`config.mk`:
```
export PLATFORM = sky130hd
export DESIGN_NAME = qddc
export DESIGN_NICKNAME = d
export VERILOG_FILES = /design/src/rtl/qddc.sv
export SDC_FILE = /design/constraint.sdc
export NUM_CORES = 2
export LEC_CHECK = 0
export BUFFER_PORTS_ARGS = -buffer_cell sky130_fd_sc_hd__buf_2
export CAP_MARGIN = 5
export CELL_PAD_IN_SITES_DETAIL_PLACEMENT = 1
export CELL_PAD_IN_SITES_GLOBAL_PLACEMENT = 1
export CORE_MARGIN = 8
export CORE_UTILIZATION = 53
export DETAILED_ROUTE_END_ITERATION = 8
export PLACE_DENSITY = 0.95
export SYNTH_ARGS = -nofsm -noshare
export SYNTH_HDL_FRONTEND = slang
export SYNTH_HIERARCHICAL = 1
export SYNTH_SLANG_ARGS = --single-unit
```
`constraint.sdc`:
```
create_clock -name clk -period 9.8 [get_ports clk]
set_clock_uncertainty 0.15 [all_clocks]
set_input_delay 1.96 -clock clk [delete_from_list [all_inputs] [get_ports clk]]
set_output_delay 1.96 -clock clk [all_outputs]
set_load 0.02 [all_outputs]
```
`src/rtl/qddc.sv`:
```
// Quadrature down-converter: per-channel 3-stage CIC, decimate by 256, 16-bit output.
// Latency: out_valid rises 3 clocks after each decimation strobe (first at cycle 258).
// Backpressure: none; free-running on clk, exactly one output pair per 256 input pairs.

// One CIC decimator channel. The shared counter in the parent supplies the
// strobe and the comb-stage enables, so I and Q stay in lockstep.
module qddc_cic #(
  parameter int ISZ   = 14,
  parameter int OSZ   = 16,
  parameter int CICSZ = 38
) (
  input  logic             clk,
  input  logic             reset,
  input  logic [ISZ-1:0]   x,
  input  logic             strobe,
  input  logic             c2_en,
  input  logic             c3_en,
  input  logic             out_en,
  output logic [OSZ-1:0]   y
);

  logic [ISZ-1:0]   x_q,       x_d;
  logic [CICSZ-1:0] int1_q,    int1_d;
  logic [CICSZ-1:0] int2_q,    int2_d;
  logic [CICSZ-1:0] int3_q,    int3_d;
  logic [CICSZ-1:0] s_prev_q,  s_prev_d;
  logic [CICSZ-1:0] c1_q,      c1_d;
  logic [CICSZ-1:0] c1_prev_q, c1_prev_d;
  logic [CICSZ-1:0] c2_q,      c2_d;
  logic [CICSZ-1:0] c2_prev_q, c2_prev_d;
  logic [CICSZ-1:0] c3_q,      c3_d;
  logic [OSZ-1:0]   y_q,       y_d;
  logic [CICSZ-1:0] x_ext;
  logic             unused_trunc;

  // Sign-extend the registered input to the full CIC width.
  assign x_ext = {{(CICSZ-ISZ){x_q[ISZ-1]}}, x_q};

  // Low bits of the last comb stage are discarded by plain truncation.
  assign unused_trunc = ^c3_q[CICSZ-OSZ-1:0];

  // Integrators run every clock (modulo 2^CICSZ); comb stages advance once per decimated sample.
  always_comb begin
    x_d       = x;
    int1_d    = int1_q + x_ext;
    int2_d    = int2_q + int1_q;
    int3_d    = int3_q + int2_q;
    s_prev_d  = s_prev_q;
    c1_d      = c1_q;
    c1_prev_d = c1_prev_q;
    c2_d      = c2_q;
    c2_prev_d = c2_prev_q;
    c3_d      = c3_q;
    y_d       = y_q;

    if (strobe) begin
      c1_d     = int3_q - s_prev_q;
      s_prev_d = int3_q;
    end
    if (c2_en) begin
      c2_d      = c1_q - c1_prev_q;
      c1_prev_d = c1_q;
    end
    if (c3_en) begin
      c3_d      = c2_q - c2_prev_q;
      c2_prev_d = c2_q;
    end
    if (out_en) begin
      y_d = c3_q[CICSZ-1 -: OSZ];
    end
  end

  // State registers with synchronous clear.
  always_ff @(posedge clk) begin
    if (reset) begin
      x_q       <= '0;
      int1_q    <= '0;
      int2_q    <= '0;
      int3_q    <= '0;
      s_prev_q  <= '0;
      c1_q      <= '0;
      c1_prev_q <= '0;
      c2_q      <= '0;
      c2_prev_q <= '0;
      c3_q      <= '0;
      y_q       <= '0;
    end else begin
      x_q       <= x_d;
      int1_q    <= int1_d;
      int2_q    <= int2_d;
      int3_q    <= int3_d;
      s_prev_q  <= s_prev_d;
      c1_q      <= c1_d;
      c1_prev_q <= c1_prev_d;
      c2_q      <= c2_d;
      c2_prev_q <= c2_prev_d;
      c3_q      <= c3_d;
      y_q       <= y_d;
    end
  end

  assign y = y_q;

endmodule

module qddc (
  input  logic        clk,
  input  logic        reset,
  input  logic [13:0] in_i,
  input  logic [13:0] in_q,
  output logic [15:0] out_i,
  output logic [15:0] out_q,
  output logic        out_valid
);

  localparam int ISZ   = 14;
  localparam int OSZ   = 16;
  localparam int R     = 256;
  localparam int N     = 3;
  localparam int CNTW  = $clog2(R);
  localparam int CICSZ = ISZ + N * CNTW;

  logic [CNTW-1:0] cnt_q, cnt_d;
  logic            c1_vld_q, c1_vld_d;
  logic            c2_vld_q, c2_vld_d;
  logic            c3_vld_q, c3_vld_d;
  logic            out_valid_q, out_valid_d;
  logic            strobe;

  // Decimation phase: strobe on the last count of each 256-clock frame.
  assign strobe = (cnt_q == CNTW'(R - 1));

  // Counter wraps naturally; the valid token walks down the comb pipeline behind each strobe.
  always_comb begin
    cnt_d       = cnt_q + CNTW'(1);
    c1_vld_d    = strobe;
    c2_vld_d    = c1_vld_q;
    c3_vld_d    = c2_vld_q;
    out_valid_d = c3_vld_q;
  end

  // Control registers; reset cancels any in-flight sample and restarts the cadence.
  always_ff @(posedge clk) begin
    if (reset) begin
      cnt_q       <= '0;
      c1_vld_q    <= 1'b0;
      c2_vld_q    <= 1'b0;
      c3_vld_q    <= 1'b0;
      out_valid_q <= 1'b0;
    end else begin
      cnt_q       <= cnt_d;
      c1_vld_q    <= c1_vld_d;
      c2_vld_q    <= c2_vld_d;
      c3_vld_q    <= c3_vld_d;
      out_valid_q <= out_valid_d;
    end
  end

  qddc_cic #(.ISZ(ISZ), .OSZ(OSZ), .CICSZ(CICSZ)) u_cic_i (
    .clk    (clk),
    .reset  (reset),
    .x      (in_i),
    .strobe (strobe),
    .c2_en  (c1_vld_q),
    .c3_en  (c2_vld_q),
    .out_en (c3_vld_q),
    .y      (out_i)
  );

  qddc_cic #(.ISZ(ISZ), .OSZ(OSZ), .CICSZ(CICSZ)) u_cic_q (
    .clk    (clk),
    .reset  (reset),
    .x      (in_q),
    .strobe (strobe),
    .c2_en  (c1_vld_q),
    .c3_en  (c2_vld_q),
    .out_en (c3_vld_q),
    .y      (out_q)
  );

  assign out_valid = out_valid_q;

endmodule

```
==> flow_metrics.tcl <==
set metrics [dict create \
    status "complete, no violations" \
    r2r_end "u_cic_i/int3_q[37]$_SDFF_PP0_" \
    grt_pass1_wl_mm 263 \
    seq_power_share_pct 28.8 \
    cts_resized 0 \
    max_slew_margin_pct 20.3 \
    worstMarginPinSlew_ns 1.20 \
    start_util_pct 53.5 \
    post_cts_buffers 0 \
    timing.fmax_mhz 230 \
    cts.sinks 712 \
    numCtsBuffers 80 \
    die_h_microns 306 \
    grt_max_degree 205 \
    grt_usage_pct 33.8 \
    drt_wl_total_mm 166 \
    hp-class "flip-flop to flip-flop" \
    ff2ff_path_depth 11 \
    synth_fp_nets 5783 \
    ys_types 97 \
    rows 106 \
    ys_ff_latch 712 \
    worstPathArrival_ns 4.71 \
    final-max-slew-violation-count 0 \
    pwr-share-comb_pct 43.8 \
    fin_cells 6405 \
    internal-power_mw 7.20 \
    async_flop_share_pct 0 \
    rsz0062_at_grt "no" \
    timing.hold.ws_ns 0.312 \
    viasPerCell 6.75 \
    final_layout_size_suffix_gt1_share_pct 5.03 \
    coreArea_sq_um 83600 \
    rr_startpoint "u_cic_i/int3_q[1]$_SDFF_PP0_" \
    pwr-share-clk_pct 27.4 \
    power_density_nw_per_um2 254 \
    ir_drop_mv 0.147 \
    hp-start "u_cic_q/c3_q[32]$_SDFFE_PP0P_" \
    hold_viol_final 0 \
    wire_per_inst_microns 26.0 \
    fin_setup_tns_ns 0 \
    gp_congestion 0.856 \
    drv_cap 0 \
    grt-ovfl-total 0 \
    power_leakage_nw 20.7 \
    cts_tree "yes" \
    fillerInstances 9662 \
    ys_warn_count 6 \
    timing.final.crit_share_pct 44.3 \
    port_buffers 62 \
    total_power_mw 12.3 \
    crit_fanout 5 \
    clk_pin_slew_ns 0.06 \
    post-dp-hpwl_mm 93.1 \
    hold_path_end "u_cic_q/c3_q[32]$_SDFFE_PP0P_" \
    hold_buffers 0 \
    setup_viol 0 \
    die_w_microns 306 \
    required_ns 10.17 \
    htreeDepth 3 \
    yosysSeqAreaShare_pct 31.9 \
    dp.cells 6258 \
    first_global_vias 47200 \
    seq_area_sq_um 14300 \
    power.share.switching_pct 41.6 \
    dieArea_sq_um 93800 \
    synth_edf_count 0 \
    multiInputGateArea_sq_um 28400 \
    ios 63 \
    ant_nets 0 \
    critical_path_class "flip-flop to flip-flop" \
    vias 43200 \
    startpoint_type "flip-flop" \
    dr.first_iter.drc_count 4124 \
    post_synth.cell_area_avg_sq_um 8.43 \
    cts_buffer_depth 3 \
    synthCells 5300 \
    clock_latency_ns 0.68 \
    holdPathStages 2 \
    root_buffer "clkbuf_16" \
    netSwitchingPower_mw 5.14 \
    critPathLaunch "u_cic_i/int3_q[1]$_SDFF_PP0_" \
    area_delta_synth_final_pct 8.83 \
    fin_crit_ns 4.34 \
    drc 0 \
    endpoint_kind "flip-flop" \
    reg2reg_slack_ns 5.46 \
    synthesis.area_sq_um 44700 \
    layout.nets 5743 \
    antenna_found_initial 1 \
    drtPass1Iterations 7 \
    synth-main-ff-cell "dfxtp_1" \
]
-- cell type report --
| type | count | share of cell area (%) |
|---|---|---|
| repair buffers | 76 | 0.952 |
| clock inverters | 23 | 0.893 |
| inverters | 346 | 2.67 |
| clock buffers | 123 | 4.99 |
| multi-input cells | 4044 | 58.4 |
| flip-flops and latches | 712 | 29.3 |
| diodes | 1 | 0.00515 |
| well taps | 1080 | 2.78 |
-- metrics by stage --
stage	setup WS (ns)	cell area, sq um	util, %
2_1_floorplan	6.37	44700	-
3_3_place_gp	4.97	45800	54.8
3_5_place_dp	4.92	45800	54.8
4_1_cts	5.51	48600	58.2
5_1_grt	5.26	48600	58.2
6_report	5.46	48600	58.2
-- per-layer routing --
metal  up-vias  routed length, microns  track usage (%)
met5         -                       0                0
met4         0                   11100             20.6
met3       988                   11500             6.41
met2      2522                   79800             58.6
met1     21100                   64100             38.2
li1      18600                       -                -
-- how the worst max path moves through the flow --
stage / slack [ns] / endpoint
after global placement: 4.97 / u_cic_q/int2_q[14]$_SDFF_PP0_
after global routing: 5.26 / u_cic_q/int2_q[14]$_SDFF_PP0_
after CTS: 5.51 / u_cic_q/int2_q[14]$_SDFF_PP0_
after floorplan: 6.37 / u_cic_i/int1_q[34]$_SDFF_PP0_
final: 5.46 / u_cic_i/int3_q[37]$_SDFF_PP0_
after detailed placement: 4.92 / u_cic_q/int2_q[14]$_SDFF_PP0_
-- layout by cell type, fill, tap and decap left out, types with 17 or more instances in the layout --
cell type	n
o22ai_1	34
clkbuf_16	83
a211oi_1	47
buf_2	61
xor2_1	139
o21a_1	52
clkbuf_1	20
and2_1	23
and3_1	52
o21ai_1	26
o211ai_1	36
nand2b_1	76
nor3_1	65
a21oi_1	374
o21ai_0	185
a31oi_1	45
o21bai_1	64
nor2b_1	96
nand3_1	98
inv_1	344
nand2_1	222
ha_1	443
xnor2_1	198
nand4_1	64
mux2i_1	363
o31ai_1	19
nor2_1	752
dfxtp_1	709
or3_1	17
clkbuf_8	20
a21o_1	261
-- kinds of logic after synthesis --
group | after synthesis | synth area share (%)
muxes | 365 | 8.18
adders and majority gates | 453 | 12.9
AOI/OAI and AO/OA | 1321 | 19.5
DFF | 712 | 31.9
and+or+nand+nor | 1568 | 16.4
xor gates and xnor gates | 337 | 6.61
buffers and inverters | 544 | 4.58
-- worst max-delay path: stages (launching register included) --
cell,delay [ns]
dfxtp_1,0.51
ha_1,0.36
a211oi_2,0.44
o21bai_1,0.18
a21o_1,0.23
a221o_1,0.40
a21oi_2,0.28
o2111ai_2,0.26
a311o_1,0.47
a311o_1,0.40
a21oi_2,0.18
mux2_1,0.35
-- synth_stat cells (39+ instances only) --
cell / n / area, sq um
a21oi_1: 374 / 1870
and3_1: 52 / 325
nand3_1: 98 / 490
a211oi_1: 47 / 353
nand4_1: 64 / 400
xor2_1: 139 / 1220
nor2_1: 752 / 2820
a31oi_1: 45 / 282
a21o_1: 261 / 1960
buf_1: 39 / 146
o21ai_0: 185 / 926
xnor2_1: 198 / 1730
mux2i_1: 363 / 3630
nand2b_1: 76 / 475
nor2b_1: 96 / 601
clkbuf_1: 157 / 589
o21a_1: 52 / 390
inv_1: 344 / 1290
dfxtp_1: 712 / 14300
ha_1: 443 / 5540
o21bai_1: 64 / 480
nand2_1: 222 / 833
nor3_1: 66 / 330
-- power groups by stage --
stage,clock (mW),combinational [mW],sequential (mW)
6_report,3.38,5.41,3.56
5_1_grt,3.50,5.66,3.56
4_1_cts,3.40,5.17,3.53
3_5_place_dp,0,4.69,3.56
3_3_place_gp,0,4.36,3.54
2_1_floorplan,0,3.66,3.41
(Power assumes the default switching activity.)
